**src/rtl/dmem_arb_pkg.sv**
```systemverilog
// Shared types and requester slot assignments for the data-memory arbiter.
package dmem_arb_pkg;

  typedef enum logic {
    IDLE    = 1'b0,
    GRANTED = 1'b1
  } arb_state_t;

  localparam int REQ_UART = 0;
  localparam int REQ_PROC = 1;
  localparam int REQ_DBG  = 2;

endpackage

```
**src/rtl/rr_picker.sv**
```systemverilog
// Combinational round-robin search: first requester at or after ptr, wrapping,
// skipping any requester set in the exclude mask.
module rr_picker #(
  parameter int N  = 3,
  parameter int IW = 2
) (
  input  logic [N-1:0]  req,
  input  logic [IW-1:0] ptr,
  input  logic [N-1:0]  exclude,
  output logic [IW-1:0] idx,
  output logic          found
);

  logic [N-1:0] cand;
  int           slot;

  assign cand = req & ~exclude;

  always_comb begin
    found = 1'b0;
    idx   = '0;
    slot  = 0;
    for (int k = 0; k < N; k++) begin
      slot = (int'(ptr) + k) % N;
      if (!found && cand[slot]) begin
        found = 1'b1;
        idx   = IW'(slot);
      end
    end
  end

endmodule

```
**src/rtl/dmem_arbiter.sv**
```systemverilog
// Round-robin arbiter sharing one synchronous single-port RAM between
// REQ_COUNT requesters, with per-requester read-valid tracking.
module dmem_arbiter
  import dmem_arb_pkg::*;
#(
  parameter int REQ_COUNT   = 3,
  parameter int DATA_WIDTH  = 12,
  parameter int ADDR_WIDTH  = 12,
  parameter int MEM_LATENCY = 1,
  parameter int MAX_BURST   = 16
) (
  input  logic                             clk,
  input  logic                             rst,
  input  logic [REQ_COUNT-1:0]             req,
  input  logic [REQ_COUNT-1:0]             lock,
  input  logic [REQ_COUNT-1:0]             wrEn,
  input  logic [REQ_COUNT*ADDR_WIDTH-1:0]  addr,
  input  logic [REQ_COUNT*DATA_WIDTH-1:0]  dataIn,
  output logic [REQ_COUNT-1:0]             grant,
  output logic [REQ_COUNT-1:0]             rdValid,
  output logic [DATA_WIDTH-1:0]            rdData,
  output logic                             busy,
  output logic                             memWrEn,
  output logic [ADDR_WIDTH-1:0]            memAddr,
  output logic [DATA_WIDTH-1:0]            memDataIn,
  input  logic [DATA_WIDTH-1:0]            memDataOut
);

  localparam int IW = (REQ_COUNT > 1) ? $clog2(REQ_COUNT) : 1;
  localparam int BW = (MAX_BURST > 1) ? $clog2(MAX_BURST) : 1;
  localparam logic [IW-1:0] LAST_IDX  = IW'(REQ_COUNT - 1);
  localparam logic [BW-1:0] BURST_MAX = BW'(MAX_BURST - 1);

  arb_state_t           state;
  logic [IW-1:0]        owner;
  logic [IW-1:0]        pointer;
  logic [BW-1:0]        burst;
  logic [REQ_COUNT-1:0] ownerMask;
  logic                 ownerReq;
  logic                 ownerLock;
  logic                 othersWait;
  logic                 access;
  logic [IW-1:0]        nextPtr;
  logic [IW-1:0]        searchPtr;
  logic [REQ_COUNT-1:0] searchExcl;
  logic [IW-1:0]        pickIdx;
  logic                 pickFound;

  logic [MEM_LATENCY-1:0] pipeVld;
  logic [IW-1:0]          pipeId [MEM_LATENCY];

  assign ownerMask  = REQ_COUNT'(1) << owner;
  assign ownerReq   = |(req & ownerMask);
  assign ownerLock  = |(lock & ownerMask);
  assign othersWait = |(req & ~ownerMask);
  assign nextPtr    = (owner == LAST_IDX) ? '0 : owner + 1'b1;
  assign access     = (state == GRANTED) && ownerReq;
  assign busy       = (state == GRANTED);

  // While granted, the search starts just past the owner and never re-picks it.
  assign searchPtr  = (state == GRANTED) ? nextPtr : pointer;
  assign searchExcl = (state == GRANTED) ? ownerMask : '0;

  rr_picker #(
    .N (REQ_COUNT),
    .IW(IW)
  ) picker (
    .req    (req),
    .ptr    (searchPtr),
    .exclude(searchExcl),
    .idx    (pickIdx),
    .found  (pickFound)
  );

  always_ff @(posedge clk or posedge rst) begin
    if (rst) begin
      state   <= IDLE;
      owner   <= '0;
      pointer <= '0;
      burst   <= '0;
      grant   <= '0;
    end else begin
      case (state)
        IDLE: begin
          if (pickFound) begin
            state <= GRANTED;
            owner <= pickIdx;
            grant <= REQ_COUNT'(1) << pickIdx;
            burst <= '0;
          end
        end
        GRANTED: begin
          if (!ownerReq || (othersWait && (!ownerLock || burst == BURST_MAX))) begin
            pointer <= nextPtr;
            burst   <= '0;
            if (pickFound) begin
              owner <= pickIdx;
              grant <= REQ_COUNT'(1) << pickIdx;
            end else begin
              state <= IDLE;
              grant <= '0;
            end
          end else if (othersWait && burst != BURST_MAX) begin
            burst <= burst + 1'b1;
          end
        end
        default: begin
          state <= IDLE;
          grant <= '0;
        end
      endcase
    end
  end

  always_comb begin
    memWrEn   = 1'b0;
    memAddr   = '0;
    memDataIn = '0;
    if (access) begin
      memWrEn   = |(wrEn & ownerMask);
      memAddr   = addr[owner*ADDR_WIDTH +: ADDR_WIDTH];
      memDataIn = dataIn[owner*DATA_WIDTH +: DATA_WIDTH];
    end
  end

  // Reads carry their requester id down the pipe so hand-overs don't misroute data.
  always_ff @(posedge clk or posedge rst) begin
    if (rst) begin
      pipeVld <= '0;
      for (int i = 0; i < MEM_LATENCY; i++) pipeId[i] <= '0;
    end else begin
      pipeVld[0] <= access && !memWrEn;
      pipeId[0]  <= owner;
      for (int i = 1; i < MEM_LATENCY; i++) begin
        pipeVld[i] <= pipeVld[i-1];
        pipeId[i]  <= pipeId[i-1];
      end
    end
  end

  assign rdValid = pipeVld[MEM_LATENCY-1] ? (REQ_COUNT'(1) << pipeId[MEM_LATENCY-1]) : '0;
  assign rdData  = memDataOut;

endmodule

```
**config.mk**
```make
export PLATFORM = sky130hd
export DESIGN_NAME = dmem_arbiter
export DESIGN_NICKNAME = d
export VERILOG_FILES = /design/src/rtl/dmem_arb_pkg.sv /design/src/rtl/rr_picker.sv /design/src/rtl/dmem_arbiter.sv
export SDC_FILE = /design/constraint.sdc
export NUM_CORES = 1
export LEC_CHECK = 0
export CAP_MARGIN = 20
export CORE_MARGIN = 1
export CORE_UTILIZATION = 34
export CTS_CLUSTER_SIZE = 14
export DETAILED_ROUTE_END_ITERATION = 10
export PLACE_DENSITY = 0.93
export SYNTH_ARGS = -nofsm -noshare
export SYNTH_HDL_FRONTEND = slang
export SYNTH_SLANG_ARGS = --single-unit
```
**constraint.sdc**
```tcl
create_clock -name clk -period 2.99 [get_ports clk]
set_input_delay 0.4485 -clock clk [delete_from_list [all_inputs] [get_ports clk]]
set_output_delay 0.4485 -clock clk [all_outputs]
set_load 0.03 [all_outputs]
```
==> summary.log, run 1 <==
INFO  timing         relSlewSlack=62.5%
INFO  critical_path  crit_path_end=burst[0]
INFO  logic_synthesis syn_nets=341
INFO  critical_path  cp_cell_sequence=nor3b_4 > a21oi_1 > ha_1 > nand3_1 > a21oi_2 > nor4b_4 > a21oi_2 > mux2_4
INFO  critical_path  setup.worst_path.class=register to register
INFO  drt            detailedRoute.firstPassIterationCount=4
INFO  outcome        run_status=completed
INFO  logic_synthesis synthesized_netlist_cell_count=244
INFO  floorplanning  floorplan.die.width=74.5um
INFO  layout         syn_to_final_growth=61.2%
INFO  global_routing global_route.usage.total=19.7%
INFO  critical_path  timing.critical_path.fanout_max=10
INFO  layout         nets=436
INFO  drt            top_layer=met4
INFO  timing         setup_viol=0
INFO  layout         fillers=476
INFO  worst_hold_path min_path_type=register to register
INFO  floorplanning  row_count=26
INFO  critical_path  worst_r2r_path_depth=8
INFO  floorplanning  pin_count=139
INFO  placed_design  numPlacedInstances=404
INFO  clocking       clock_latency_on_the_worst_skew_pair=0.24ns
INFO  power_and_ir_drop seq_power_share=13.3%
INFO  logic_synthesis syn_area_per_cell=7.32um2
INFO  drt            met3_length=381um
INFO  timing         final.min_clock_period=2.66ns
INFO  drt            met2WireLength=2640um
INFO  global_routing grt_start_max_net_pins=33
INFO  critical_path  crit-reg2reg-capture=burst[0]
INFO  floorplanning  dieArea=0.00555mm2
INFO  layout         postLayoutCoreUtil=56.7%
INFO  layout         layout_common_cells=clkdlybuf4s50_1 (89), nor2_1 (59), a21oi_1 (33)
INFO  floorplanning  die_h=74.5um
INFO  power_and_ir_drop pwr-share-clk=5.8%
INFO  layout         layout_cell_share_with_drive_strength_beyond_1=14.2%
INFO  critical_path  cpPeakStageDelay=0.51ns
INFO  critical_path  r2r_setup_slack=0.33ns
INFO  run            cap_violations=0
INFO  power_and_ir_drop internal_power_consumption=1.31mW
INFO  critical_path  end_kind=register
INFO  logic_synthesis yosysWarnings=0
INFO  placed_design  dp_hpwl=4360um
INFO  power_and_ir_drop peakVddDrop=0.474mV
INFO  clocking       cts-htree-levels=1
INFO  power_and_ir_drop static-leakage-power=1.23nW
INFO  placed_design  place.port_buffers=114
INFO  placed_design  gp_routability_congestion=0.898
INFO  critical_path  critPathMostFrequentCell=a21oi_2
INFO  global_routing first_global_vias=2015
INFO  logic_synthesis synth-seq-area-share=21.0%
INFO  layout         layout_commonest_cell=clkdlybuf4s50_1
INFO  timing         min_period_over_period=89.0%
INFO  drt            via_count=2082
INFO  logic_synthesis synth_ff_type=dfrtp_1
INFO  clocking       clk_pin_slew=0.06ns
INFO  timing         worst_hold_slack_across_all_endpoints=0.511ns
INFO  power_and_ir_drop power.density_cell_area=951mW/mm2
INFO  logic_synthesis synth_area=0.00179mm2
INFO  logic_synthesis async_reset_ff_share=100%
INFO  timing         finalHoldViolCount=0
INFO  power_and_ir_drop comb_power_share=80.9%
INFO  timing         worst_clock_skew=0.00126ns
INFO  floorplanning  core_region_area=0.00507mm2
INFO  timing         unrepaired_setup_endpoints_after_global_routing=no
INFO  global_routing grt.overflow.total=0
INFO  clocking       post_cts.repair.setup_buffers=0
INFO  global_routing grt_first_pass_wirelength=8670um
INFO  logic_synthesis ys_seq_elements=15
INFO  clocking       numCtsBuffers=3
INFO  layout         antenna-diode-count=0
INFO  clocking       cts_num_sinks=15
INFO  drt            post_drt_via_cell_ratio=5.10
INFO  drt            drt-initial-drc-count=90
INFO  critical_path  timing.critical_path.slowest_stage_cell=dfrtp_1
INFO  clocking       cts_tree=done
INFO  drt            ant_nets=0
INFO  power_and_ir_drop p_sw=1.43mW
INFO  timing         worst_slew_pin_slew=0.563ns
INFO  power_and_ir_drop p_sw_share=52.2%
INFO  clocking       clock_tree.buffer_depth=2
INFO  timing         final.setup.tns=0ns
INFO  critical_path  regToRegStartpoint=busy
INFO  floorplanning  starting_utilization_of_the_core_area=35.2%
INFO  drt            routed_wl=5370um
INFO  timing         maxClockFrequency=376MHz
INFO  layout         final_cell_count_no_fill=408
INFO  clocking       post_cts_resize_count=0
INFO  drt            drcViolationCount=0
INFO  critical_path  worst_setup_path_start_kind=register
INFO  global_routing grt_antenna_before_repair=0
INFO  critical_path  timing.critical_path.arrival=2.79ns
INFO  drt            route.detailed.wl_per_inst=13.2um
INFO  logic_synthesis number_of_enable_type_register_cells_in_the_synthesized_netlist=0
INFO  drt            routedLengthMet1=2270um
INFO  critical_path  critical_path.startpoint=busy
INFO  clocking       cts.root.buffer_cell=clkbuf_8
INFO  critical_path  worstPathRequired=3.12ns
INFO  logic_synthesis synth_cell_type_count=43
INFO  clocking       cts_stage_hold_buffer_count=0
INFO  timing         finalMaxSlewViolations=0
## flip-flops by register name, indices dropped and copies added, names as in the netlist
| register | cells |
|---|---|
| pipeVld | 1 |
| burst | 4 |
| owner | 2 |
| pipeId | 2 |
| grant | 3 |
| busy | 1 |
| pointer | 2 |
## power groups by stage
stage          clock network [mW]  registers (mW)  logic (mW)
2_1_floorplan                   0           0.365        1.61
3_3_place_gp                    0           0.361        2.18
3_5_place_dp                    0           0.367        2.21
4_1_cts                     0.163           0.363        2.22
5_1_grt                     0.175           0.373        2.41
6_report                    0.158           0.364        2.22
## critical path, delay by kind of cell, from the launching register on
kind                       cells  cell delay [ns]
muxes                          1             0.31
AOI/OAI and AO/OA              3             0.30
DFF                            1             0.51
and+or+nand+nor                3             0.97
adders and majority gates      1             0.44
## worst min-delay path by stage
stage | start | end | slack [ns] | cells past startpoint
final | grant[0] | grant[0] | 0.51 | 2
after floorplan | rst | burst[0] | 0.35 | 1
after global placement | grant[0] | grant[0] | 0.50 | 2
after global routing | grant[0] | grant[0] | 0.53 | 2
after CTS | grant[0] | grant[0] | 0.52 | 2
after detailed placement | grant[0] | grant[0] | 0.51 | 2
## routing by layer
| layer | GRT usage (%) | vias up |
|---|---|---|
| li1 | - | 1023 |
| met1 | 24.5 | 951 |
| met2 | 34.1 | 98 |
| met3 | 4.61 | 10 |
| met4 | 5.24 | 0 |
| met5 | 0 | - |
## cell usage after synthesis (all sizes together), types with 2 or more instances
| cell | instances | share of area (%) |
|---|---|---|
| clkbuf | 6 | 1.3 |
| o22ai | 3 | 1.1 |
| o211ai | 2 | 0.84 |
| a22o | 2 | 0.98 |
| o21ai | 3 | 0.84 |
| a21o | 4 | 1.8 |
| nor2 | 59 | 12 |
| o2bb2ai | 2 | 0.98 |
| a21oi | 36 | 11 |
| buf | 24 | 8.8 |
| inv | 11 | 2.3 |
| nor2b | 4 | 1.4 |
| nand3b | 3 | 1.3 |
| mux2 | 3 | 2.1 |
| a211oi | 2 | 0.84 |
| nand3 | 5 | 1.4 |
| mux2i | 29 | 16 |
| nand2 | 8 | 1.7 |
| ha | 2 | 1.4 |
| nor3b | 3 | 2.2 |
| a31oi | 4 | 1.4 |
| and3b | 2 | 0.98 |
| dfrtp | 15 | 21 |
## area by class of cell
| class | instances | area (um2) | area share (%) |
|---|---|---|---|
| Multi-Input combinational cell | 188 | 1190 | 41.4 |
| Tap cell | 70 | 87.6 | 3.04 |
| Inverter | 11 | 41.3 | 1.43 |
| Clock buffer | 4 | 45.0 | 1.57 |
| Timing Repair Buffer | 120 | 1140 | 39.5 |
| Sequential cell | 15 | 377 | 13.1 |
## cells by family after synthesis
kind of cell	after synthesis	share of synthesized area (%)
DFF	15	21.0
AOI/OAI and AO/OA	63	22.1
and+or+nand+nor	91	24.7
buffers and inverters	41	12.4
muxes	32	18.4
adders and majority gates	2	1.40
## through the flow
| step | area (um2) | worst slack (ns) | total power [mW] |
|---|---|---|---|
| detailed placement | 2830 | 0.368 | 2.58 |
| global route | 2880 | 0.173 | 2.96 |
| global placement | 2830 | 0.475 | 2.54 |
| floorplan | 1790 | 0.393 | 1.97 |
| finish | 2880 | 0.330 | 2.74 |
| CTS | 2880 | 0.357 | 2.75 |
(Power assumes the default switching activity.)
==> run 2: changes to the inputs <==
Settings changed: RECOVER_POWER set to 25.
==> summary.log, run 2 (synthesis results as in run 1) <==
INFO  outcome        run_status=completed [unchanged]
INFO  clocking       cts-htree-levels=1 [unchanged]
INFO  layout         postLayoutCellArea=0.00288mm2 [unchanged]
INFO  layout         layout_commonest_cell=clkdlybuf4s50_1 [unchanged]
INFO  layout         nets=436 [unchanged]
INFO  timing         finalHoldViolCount=0 [unchanged]
INFO  worst_hold_path hold_path_stages=2 [unchanged]
INFO  drt            route.detailed.wl_per_inst=13.2um [about the same]
INFO  layout         layout_common_cells=clkdlybuf4s50_1 (88), nor2_1 (59), a21oi_1 (33) [was clkdlybuf4s50_1 (89), nor2_1 (59), a21oi_1 (33)]
INFO  floorplanning  die_h=74.5um [unchanged]
INFO  drt            via_count=2082 [unchanged]
INFO  timing         maxClockFrequency=376MHz [unchanged]
INFO  drt            post_drt_via_cell_ratio=5.10 [unchanged]
INFO  clocking       numCtsBuffers=3 [unchanged]
INFO  drt            drt-initial-drc-count=90 [unchanged]
INFO  global_routing global_route.usage.total=19.7% [unchanged]
INFO  clocking       post_cts.repair.setup_buffers=0 [unchanged]
INFO  timing         worst_hold_slack_across_all_endpoints=0.511ns [unchanged]
INFO  layout         largest_reg_flops=4 [unchanged]
INFO  floorplanning  row_count=26 [unchanged]
INFO  timing         post-route-worst-setup-slack=0.330ns [unchanged]
INFO  floorplanning  starting_utilization_of_the_core_area=35.2% [unchanged]
INFO  clocking       cts_stage_hold_buffer_count=0 [unchanged]
INFO  critical_path  worst_r2r_path_depth=8 [unchanged]
INFO  clocking       clk_pin_slew=0.06ns [about the same]
INFO  timing         min_period_over_period=89.0% [unchanged]
INFO  clocking       clock_latency_on_the_worst_skew_pair=0.24ns [about the same]
INFO  global_routing first_global_vias=2015 [unchanged]
INFO  layout         registers.top_by_ff_count=burst [unchanged]
INFO  critical_path  timing.critical_path.arrival=2.79ns [about the same]
INFO  layout         syn_to_final_growth=61.2% [unchanged]
INFO  critical_path  worstPathRequired=3.12ns [about the same]
INFO  clocking       cts.root.buffer_cell=clkbuf_8 [unchanged]
INFO  global_routing grt_antenna_before_repair=0 [unchanged]
INFO  placed_design  dp_hpwl=4360um [unchanged]
INFO  critical_path  timing.critical_path.fanout_max=10 [unchanged]
INFO  placed_design  place_area=0.00283mm2 [unchanged]
INFO  critical_path  r2r_setup_slack=0.33ns [about the same]
INFO  timing         worst_clock_skew=0.00126ns [unchanged]
INFO  drt            routed_wl=5370um [about the same]
INFO  drt            detailedRoute.firstPassIterationCount=4 [unchanged]
INFO  timing         final.min_clock_period=2.66ns [unchanged]
INFO  critical_path  crit-reg2reg-capture=burst[0] [unchanged]
INFO  power_and_ir_drop peakVddDrop=0.474mV [unchanged]
INFO  layout         layout_cell_share_with_drive_strength_beyond_1=14.2% [unchanged]
INFO  drt            ant_nets=0 [unchanged]
INFO  timing         worst_slew_pin_slew=0.563ns [about the same]
INFO  layout         antenna-diode-count=0 [unchanged]
INFO  floorplanning  dieArea=0.00555mm2 [unchanged]
INFO  clocking       clock_tree.buffer_depth=2 [unchanged]
INFO  clocking       cts_tree=done [unchanged]
INFO  floorplanning  core_region_area=0.00507mm2 [unchanged]
INFO  timing         setup_viol=0 [unchanged]
INFO  run            cap_violations=0 [unchanged]
INFO  global_routing grt.overflow.total=0 [unchanged]
INFO  placed_design  place.port_buffers=114 [unchanged]
INFO  timing         final.setup.tns=0ns [unchanged]
INFO  timing         finalMaxSlewViolations=0 [unchanged]
INFO  critical_path  regToRegStartpoint=busy [unchanged]
INFO  critical_path  setup.worst_path.class=register to register [unchanged]
INFO  placed_design  dp_slack=0.368ns [unchanged]
INFO  timing         relSlewSlack=62.5% [about the same]
INFO  global_routing grt_start_max_net_pins=33 [unchanged]
INFO  timing         unrepaired_setup_endpoints_after_global_routing=no [unchanged]
INFO  worst_hold_path min_path_type=register to register [unchanged]
INFO  power_and_ir_drop power.density_cell_area=951mW/mm2 [about the same]
INFO  global_routing grt_first_pass_wirelength=8670um [unchanged]
INFO  placed_design  gp_routability_congestion=0.898 [unchanged]
INFO  clocking       cts_num_sinks=15 [unchanged]
INFO  critical_path  worst_setup_path_start_kind=register [unchanged]
INFO  floorplanning  floorplan.die.width=74.5um [unchanged]
INFO  critical_path  end_kind=register [unchanged]
INFO  worst_hold_path hold_path_startpoint=grant[0] [unchanged]
INFO  power_and_ir_drop static-leakage-power=1.23nW [about the same]
INFO  worst_hold_path whs_endpoint=grant[0] [unchanged]
INFO  clocking       post_cts_resize_count=0 [unchanged]
INFO  layout         largest_registers=burst x4, grant x3 [unchanged]
INFO  power_and_ir_drop p_total=2.74mW [about the same]
INFO  floorplanning  pin_count=139 [unchanged]
INFO  drt            drcViolationCount=0 [unchanged]
run 2: power breakdown:
| part | leakage, nW | internal (mW) | total (mW) | switching [mW] |
|---|---|---|---|---|
| Clock | 0.0228 | 0.0942 | 0.158 | 0.0640 |
| Combinational | 1.02 | 0.929 | 2.21 | 1.29 |
| Sequential | 0.191 | 0.285 | 0.364 | 0.0782 |
| Total | 1.23 | 1.31 | 2.74 | 1.43 |
run 2: routing by layer:
metal / up-vias / routed length (um) / GRT usage (%)
met4: 0 / 87 / 5.24
met1: 951 / 2270 / 24.5
met2: 98 / 2640 / 34.1
met3: 10 / 381 / 4.61
li1: 1023 / - / -
met5: - / 0 / 0
run 2: area by class of cell:
type	instances	area, um2
fillers	476	2200
clock buffers	4	45.0
repair buffers	120	1140
inverters	11	41.3
multi-input cells	188	1190
well taps	70	87.6
flip-flops and latches	15	377
run 2: worst max-delay path, cell delays in order, from the launching register on:
cell,delay [ns]
dfrtp_1,0.51
nor3b_4,0.36
a21oi_1,0.09
ha_1,0.44
nand3_1,0.15
a21oi_2,0.08
nor4b_4,0.46
a21oi_2,0.13
mux2_4,0.31
run 2: worst max path at each step:
stage,startpoint,to,cells after the start
finish,busy,burst[0],8
global route,busy,burst[0],8
CTS,busy,burst[0],8
detailed placement,busy,burst[0],8
global placement,busy,burst[0],8
floorplan,busy,burst[0],10
run 2: through the flow:
step	cells	utilization [%]
after global placement	404	55.8
after CTS	408	56.7
after detailed placement	404	55.8
after global routing	408	56.7
final	408	56.7
after floorplan	244	-
